File: src/rtl/load_store_unit.sv
// load_store_unit
//   Connects a core's load/store requests to a single-port word memory with a combinational read.
//   Aligned loads and aligned SW complete in the request cycle.
//   Aligned SB/SH take two cycles: read, merge into a register, then write.
//   Accesses are rejected in the request cycle when:
//     - funct3 is not a defined encoding;
//     - the word index is out of range;
//     - a misaligned access is not supported, or its second word is out of range.
//
// Configuration macro: LSU_MISALIGN_EN
//   Defined   : misaligned loads take 2 cycles (IDLE/RD0 -> RD1).
//               Misaligned stores take 4 cycles (RD0 -> WR0 -> RD1 -> WR1).
//   Undefined : every misaligned access faults, and RD1/WR1 do not exist.
//
// Ports
//   clk        clock, all state on the rising edge
//   rst        asynchronous active-low reset
//   req_valid  core access request; fields held stable until ready
//   req_we     1 = store, 0 = load
//   funct3     000 B, 001 H, 010 W, 100 BU, 101 HU
//   addr       byte address
//   wdata      store data, right-aligned
//   rdata      load result, sign/zero extended; 0 when no load completes
//   ready      final cycle of the access (one-cycle pulse)
//   fault      access rejected, valid with ready
//   mem_we     memory write enable
//   mem_a      word address to memory ({2'b00, word index})
//   mem_wd     memory write data
//   mem_rd     memory read data (combinational)
module load_store_unit #(
  parameter int unsigned MEM_WORDS = 128
) (
  input  logic        clk,
  input  logic        rst,
  input  logic        req_valid,
  input  logic        req_we,
  input  logic [2:0]  funct3,
  input  logic [31:0] addr,
  input  logic [31:0] wdata,
  output logic [31:0] rdata,
  output logic        ready,
  output logic        fault,
  output logic        mem_we,
  output logic [31:0] mem_a,
  output logic [31:0] mem_wd,
  input  logic [31:0] mem_rd
);

  localparam logic [2:0] IDLE = 3'd0;
  localparam logic [2:0] RD0  = 3'd1;
  localparam logic [2:0] WR0  = 3'd2;
`ifdef LSU_MISALIGN_EN
  localparam logic [2:0] RD1  = 3'd3;
  localparam logic [2:0] WR1  = 3'd4;
`endif

  logic [2:0]  state_q, state_d;
  // RD0 is never registered: it is the request cycle of a multi-cycle access, served from IDLE.
  logic [2:0]  phase;
  logic [31:0] merge_q, merge_d;
`ifdef LSU_MISALIGN_EN
  logic [31:0] low_q, low_d;
`endif

  // Request decode
  logic [1:0]  off;
  logic [1:0]  sz;
  logic        sign_ext;
  logic        f3_ok;
  logic [29:0] idx0;
  logic        idx0_oob;
  logic        misaligned;
  logic        misalign_fault;
  logic        req_fault;
  logic        multi_cycle;
  logic [3:0]  size_mask;
  logic [3:0]  be0;
  logic [31:0] wd0;

  assign off      = addr[1:0];
  assign sz       = funct3[1:0];
  assign sign_ext = ~funct3[2];
  assign idx0     = addr[31:2];

  always_comb begin
    case (funct3)
      3'b000, 3'b001, 3'b010, 3'b100, 3'b101: f3_ok = 1'b1;
      default:                                f3_ok = 1'b0;
    endcase
  end

  always_comb begin
    case (sz)
      2'b00:   size_mask = 4'b0001;
      2'b01:   size_mask = 4'b0011;
      default: size_mask = 4'b1111;
    endcase
  end

  assign misaligned = ((sz == 2'b01) && (off == 2'b11)) || ((sz == 2'b10) && (off != 2'b00));
  assign idx0_oob   = ({2'b00, idx0} >= MEM_WORDS);

`ifdef LSU_MISALIGN_EN
  logic [29:0] idx1;
  logic        idx1_oob;
  logic [7:0]  be_all;
  logic [63:0] wd_all;
  logic [3:0]  be1;
  logic [31:0] wd1;

  assign idx1     = idx0 + 30'd1;
  // Computed one bit wider than the index so the last word never wraps to word 0.
  assign idx1_oob = (({2'b00, idx0} + 32'd1) >= MEM_WORDS);
  assign misalign_fault = misaligned & idx1_oob;

  // Byte lanes and data across the two-word window; low word first.
  assign be_all = {4'b0000, size_mask} << off;
  assign wd_all = {32'h0, wdata} << {off, 3'b000};
  assign be0    = be_all[3:0];
  assign be1    = be_all[7:4];
  assign wd0    = wd_all[31:0];
  assign wd1    = wd_all[63:32];
`else
  assign misalign_fault = misaligned;
  assign be0            = size_mask << off;
  assign wd0            = wdata << {off, 3'b000};
`endif

  assign req_fault   = ~f3_ok | idx0_oob | misalign_fault;
  assign multi_cycle = misaligned | (req_we & (sz != 2'b10));

  // Load data path
  logic [31:0] ld_word;
  logic [31:0] ld_val;

`ifdef LSU_MISALIGN_EN
  logic [63:0] ld_pair;
  // In RD1 the low word comes from the latch and the high word is live on mem_rd.
  assign ld_pair = {mem_rd, (state_q == RD1) ? low_q : mem_rd};
  assign ld_word = ld_pair[{1'b0, off, 3'b000} +: 32];
`else
  assign ld_word = mem_rd >> {off, 3'b000};
`endif

  always_comb begin
    case (sz)
      2'b00:   ld_val = {{24{sign_ext & ld_word[7]}}, ld_word[7:0]};
      2'b01:   ld_val = {{16{sign_ext & ld_word[15]}}, ld_word[15:0]};
      default: ld_val = ld_word;
    endcase
  end

  function automatic logic [31:0] merge_lanes(input logic [31:0] old_w,
                                              input logic [31:0] new_w,
                                              input logic [3:0]  be);
    logic [31:0] res;
    for (int k = 0; k < 4; k++) begin
      res[8*k +: 8] = be[k] ? new_w[8*k +: 8] : old_w[8*k +: 8];
    end
    return res;
  endfunction

  // FSM next state and outputs
  logic        mem_we_c;
  logic        ready_c;
  logic        fault_c;
  logic        load_out;
  logic [29:0] mem_idx;
  logic [31:0] mem_wd_c;

  assign phase = ((state_q == IDLE) && req_valid && !req_fault && multi_cycle) ? RD0 : state_q;

  always_comb begin
    state_d  = state_q;
    merge_d  = merge_q;
`ifdef LSU_MISALIGN_EN
    low_d    = low_q;
`endif
    mem_we_c = 1'b0;
    ready_c  = 1'b0;
    fault_c  = 1'b0;
    load_out = 1'b0;
    mem_idx  = idx0;
    mem_wd_c = merge_q;

    case (phase)
      IDLE: begin
        // Only single-cycle work reaches here: faults, aligned loads, aligned SW.
        if (req_valid) begin
          ready_c = 1'b1;
          if (req_fault) begin
            fault_c = 1'b1;
          end else if (req_we) begin
            mem_we_c = 1'b1;
            mem_wd_c = wdata;
          end else begin
            load_out = 1'b1;
          end
        end
      end
      RD0: begin
        if (req_we) begin
          merge_d = merge_lanes(mem_rd, wd0, be0);
          state_d = WR0;
        end
`ifdef LSU_MISALIGN_EN
        else begin
          low_d   = mem_rd;
          state_d = RD1;
        end
`endif
      end
      WR0: begin
        state_d = IDLE;
        if (req_valid) begin
          mem_we_c = 1'b1;
`ifdef LSU_MISALIGN_EN
          if (misaligned) begin
            state_d = RD1;
          end else begin
            ready_c = 1'b1;
          end
`else
          ready_c = 1'b1;
`endif
        end
      end
`ifdef LSU_MISALIGN_EN
      RD1: begin
        mem_idx = idx1;
        state_d = IDLE;
        if (req_valid) begin
          if (req_we) begin
            merge_d = merge_lanes(mem_rd, wd1, be1);
            state_d = WR1;
          end else begin
            ready_c  = 1'b1;
            load_out = 1'b1;
          end
        end
      end
      WR1: begin
        mem_idx = idx1;
        state_d = IDLE;
        if (req_valid) begin
          mem_we_c = 1'b1;
          ready_c  = 1'b1;
        end
      end
`endif
      default: state_d = IDLE;
    endcase
  end

  always_ff @(posedge clk or negedge rst) begin
    if (!rst) begin
      state_q <= IDLE;
      merge_q <= '0;
`ifdef LSU_MISALIGN_EN
      low_q   <= '0;
`endif
    end else begin
      state_q <= state_d;
      merge_q <= merge_d;
`ifdef LSU_MISALIGN_EN
      low_q   <= low_d;
`endif
    end
  end

  // Strobes and read data are forced low while reset is asserted, even mid-access.
  assign mem_we = mem_we_c & rst;
  assign ready  = ready_c & rst;
  assign fault  = fault_c & rst;
  assign rdata  = (load_out & rst) ? ld_val : 32'h0;
  assign mem_a  = {2'b00, mem_idx};
  assign mem_wd = mem_wd_c;

endmodule
File: config.mk
export PLATFORM = sky130hd
export DESIGN_NAME = load_store_unit
export DESIGN_NICKNAME = d
export VERILOG_FILES = /design/src/rtl/load_store_unit.sv
export SDC_FILE = /design/constraint.sdc
export NUM_CORES = 1
export LEC_CHECK = 0
export ABC_AREA = 1
export CAP_MARGIN = 20
export CORE_ASPECT_RATIO = 1.4
export CORE_MARGIN = 2
export CORE_UTILIZATION = 40
export DETAILED_ROUTE_END_ITERATION = 12
export MAX_ROUTING_LAYER = met4
export PLACE_DENSITY = 0.79
export SLEW_MARGIN = 20
export SYNTH_ARGS = -nofsm -noshare
export SYNTH_HDL_FRONTEND = slang
export SYNTH_SLANG_ARGS = --single-unit
File: constraint.sdc
create_clock -name clk -period 2.7 [get_ports clk]
set_input_delay 0.54 -clock clk [delete_from_list [all_inputs] [get_ports clk]]
set_output_delay 0.54 -clock clk [all_outputs]
set_load 0.01 [all_outputs]
==> run_results.csv <==
group,metric,value,unit
timing,drv_slew,0,
drt,antenna_left,0,
clock_tree,cts-root-buf,"clkbuf_16",
logic_synthesis,synth_largest_area_cell,"nand2_1",
timing,fin_crit,2.70,ns
min_path,min_path_type,"reg2reg",
finish,drive_gt1_share,26.3,%
timing,fmax,370,MHz
logic_synthesis,syn_area,0.00413,mm2
placement,placedInstanceArea,0.00618,mm2
timing,worst_slack,0.000314,ns
placement,place_congestion,1.00,
placement,io_buffers,185,
logic_synthesis,syn_inst,760,
clock_tree,clock_sinks,33,
clock_tree,cts_tree,"built",
drt,drt_iter0_drc,689,
drt,drc,0,
logic_synthesis,synth_top_area_share,29.1,%
logic_synthesis,synth-warning-count,0,
power,seqPwrFrac,28.7,%
logic_synthesis,syn_avg_cell_area,5.44,um2
critical_path,cp_common_cell,"buf_6",
die,design.die.area,0.0112,mm2
die,start_util,41.3,%
power,p_leak,3.66,nW
logic_synthesis,ys_seq_elements,33,
clock_tree,cts_made_buffers,5,
critical_path,required,2.16,ns
placement,hpwl,13000,um
timing,finalSetupViolCount,0,
die,io_pins,202,
drt,routed_wl,19000,um
drt,wl_per_cell,17.3,um
clock_tree,clock_latency,0.28,ns
critical_path,rrSetupSlack,0.84,ns
power,p_per_area,260,mW/mm2
clock_tree,clk_path_buf_depth,2,
grt,grt-ovfl-total,0,
timing,hold_viol_final,0,
power,p_int,0.00115,W
power,switching_share,33.7,%
placement,place_ws,-0.554,ns
critical_path,cp_cell_sequence,"dlygate4sd2_1 -> inv_1 -> nand3_2 -> inv_2 -> nand3_4 -> nor2_4 -> buf_6 -> buf_6 -> nand3_4 -> buf_8 -> buf_6 -> nand2_2 -> nand2_2 -> buf_6",
critical_path,critPathLaunchType,"input port",
timing,period_share,100,%
clock_tree,htreeDepth,2,
grt,grt_pass1_vias,5504,
finish,nets,1066,
critical_path,end_kind,"output port",
clock_tree,path_clk_slew,0.05,ns
critical_path,cp_max_fo,7,
timing,clock_skew,0.00558,ns
drt,drt_pre_antenna_iters,6,
power,p_comb_share,38.8,%
clock_tree,cts_hold_buffers,0,
logic_synthesis,synth.area.top_cells,"nand2_1 29%, dfrtp_1 20%, nand4_1 9.7%",
job,maxCapViolations,0,
finish,area_delta_synth_final,60.5,%
critical_path,crit_buf_inv,8,
finish,instances_no_fill,1099,
logic_synthesis,yosysSeqAreaShare,20.0,%
die,die-height,124,um
finish,stdcell_area,0.00663,mm2
die,die_x,89.9,um
grt,grt_max_degree,35,
power,net-switching-power,0.000583,W
logic_synthesis,synth_cell_types,25,
critical_path,crit_family,"buffers and inverters",
grt,antenna_found_initial,1,
grt,grt_pass1_wl,28500,um
timing,hold_ws,0.473,ns
grt,grtUsageTotal,32.1,%
critical_path,arrival,2.16,ns
drt,vias,5923,
drt,via_per_inst,5.39,
critical_path,cp_slowest_cell,"dlygate4sd2_1",
die,rows,43,
power,ir_drop,183,uV
timing,grt_setup_unrepaired,"yes",
die,core_area,0.0100,mm2
status,status,"completed",
finish,fill_cells,935,
placement,dpl.cell_count,1059,
critical_path,slowest_delay,0.24,ns
critical_path,path_class,"in2out",
power,pwr-share-clk,32.5,%
## metal layers
layer  wire (um)  track usage (%)  up-vias
met3        1450             3.93      107
met2        9570             56.2      383
met1        6900             36.4     2625
met4        1090             14.8        0
li1            -                -     2808
met5           0                -        -
## placed cells by master (no fill, tap or decap), types with 28 or more instances in the layout
cell             netlist  layout
dfrtp_1               33      33
buf_4                 37      70
clkbuf_2               0      28
buf_2                 22      48
nand4_1               64      64
inv_1                 54      52
nand3_1               38      34
clkdlybuf4s50_1        0      87
nand2_1              320     300
o21ai_0               52      51
nor2_1                68      49
## final timing paths
path / startpoint / endpoint / depth (start not counted)
min: merge_q[16]$_DFFE_PN0P_ / merge_q[16]$_DFFE_PN0P_ / 2
max reg2reg: state_q[1]$_DFFE_PN0P_ / merge_q[26]$_DFFE_PN0P_ / 9
min in group asynchronous: rst / merge_q[31]$_DFFE_PN0P_ / 3
min reg2reg: merge_q[16]$_DFFE_PN0P_ / merge_q[16]$_DFFE_PN0P_ / 2
max in group asynchronous: rst / merge_q[0]$_DFFE_PN0P_ / 3
max: addr[29] / mem_wd[2] / 14
## power groups by stage
| stage | sequential (W) | clock [W] | combinational, W |
|---|---|---|---|
| finish | 0.000495 | 0.000562 | 0.000671 |
| global route | 0.000495 | 0.000581 | 0.000717 |
| CTS | 0.000495 | 0.000562 | 0.000637 |
| detailed placement | 0.000504 | 0 | 0.000634 |
| global placement | 0.000504 | 0 | 0.000633 |
| floorplan | 0.000504 | 0 | 0.000315 |
## cells in the mapped netlist (all sizes together)
library cell	n
nand2	321
nor2	73
buf	65
nand4	65
inv	59
o21ai	57
nand3	40
dfrtp	33
clkbuf	19
a21oi	18
mux2i	7
clkinv	1
conb	1
nor3	1
## worst min-delay path, delay by kind of cell, from the launching register on
family        cells  cell delay (ns)
simple gates      2             0.10
flops             1             0.34
## kinds of logic after synthesis
kind of cell | share of synthesized area (%)
AO/OA/AOI/OAI | 9.26
buffers and inverters | 17.3
flip-flops | 20.0
multiplexers | 1.69
other | 0.0907
AND/OR/NAND/NOR | 51.7
## timing repair
| action | in CTS | in global routing |
|---|---|---|
| setup endpoints to repair | 67 | 99 |
| setup buffers | 20 | 6 |
| pin swaps | 22 | 25 |
| gates resized for setup | 305 | 135 |
| endpoints found under the hold margin | 0 | 0 |
| cloned | 6 | 3 |
## sequential cells by signal (all words and copies together) (netlist names)
register	cells
merge_q	32
state_q	1
## cell type report
class	count	area, um2	share of cell area (%)
flip-flops and latches	33	826	12.4
multi-input cells	584	2810	42.3
diodes	1	2.50	0.0377
repair buffers	279	2460	37.1
clock buffers	7	143	2.15
well taps	135	169	2.55
inverters	60	225	3.39
## per-stage QoR
| stage | TNS [ns] | total power, W | util (%) |
|---|---|---|---|
| after floorplan | 0 | 0.000819 | - |
| after global placement | -31.98 | 0.00114 | 61.8 |
| after detailed placement | -35.48 | 0.00114 | 61.8 |
| after CTS | -0.782 | 0.00169 | 64.5 |
| after global routing | -1.70 | 0.00179 | 66.3 |
| final | 0 | 0.00173 | 66.3 |
Note: power is estimated with default switching activity, not from simulation.
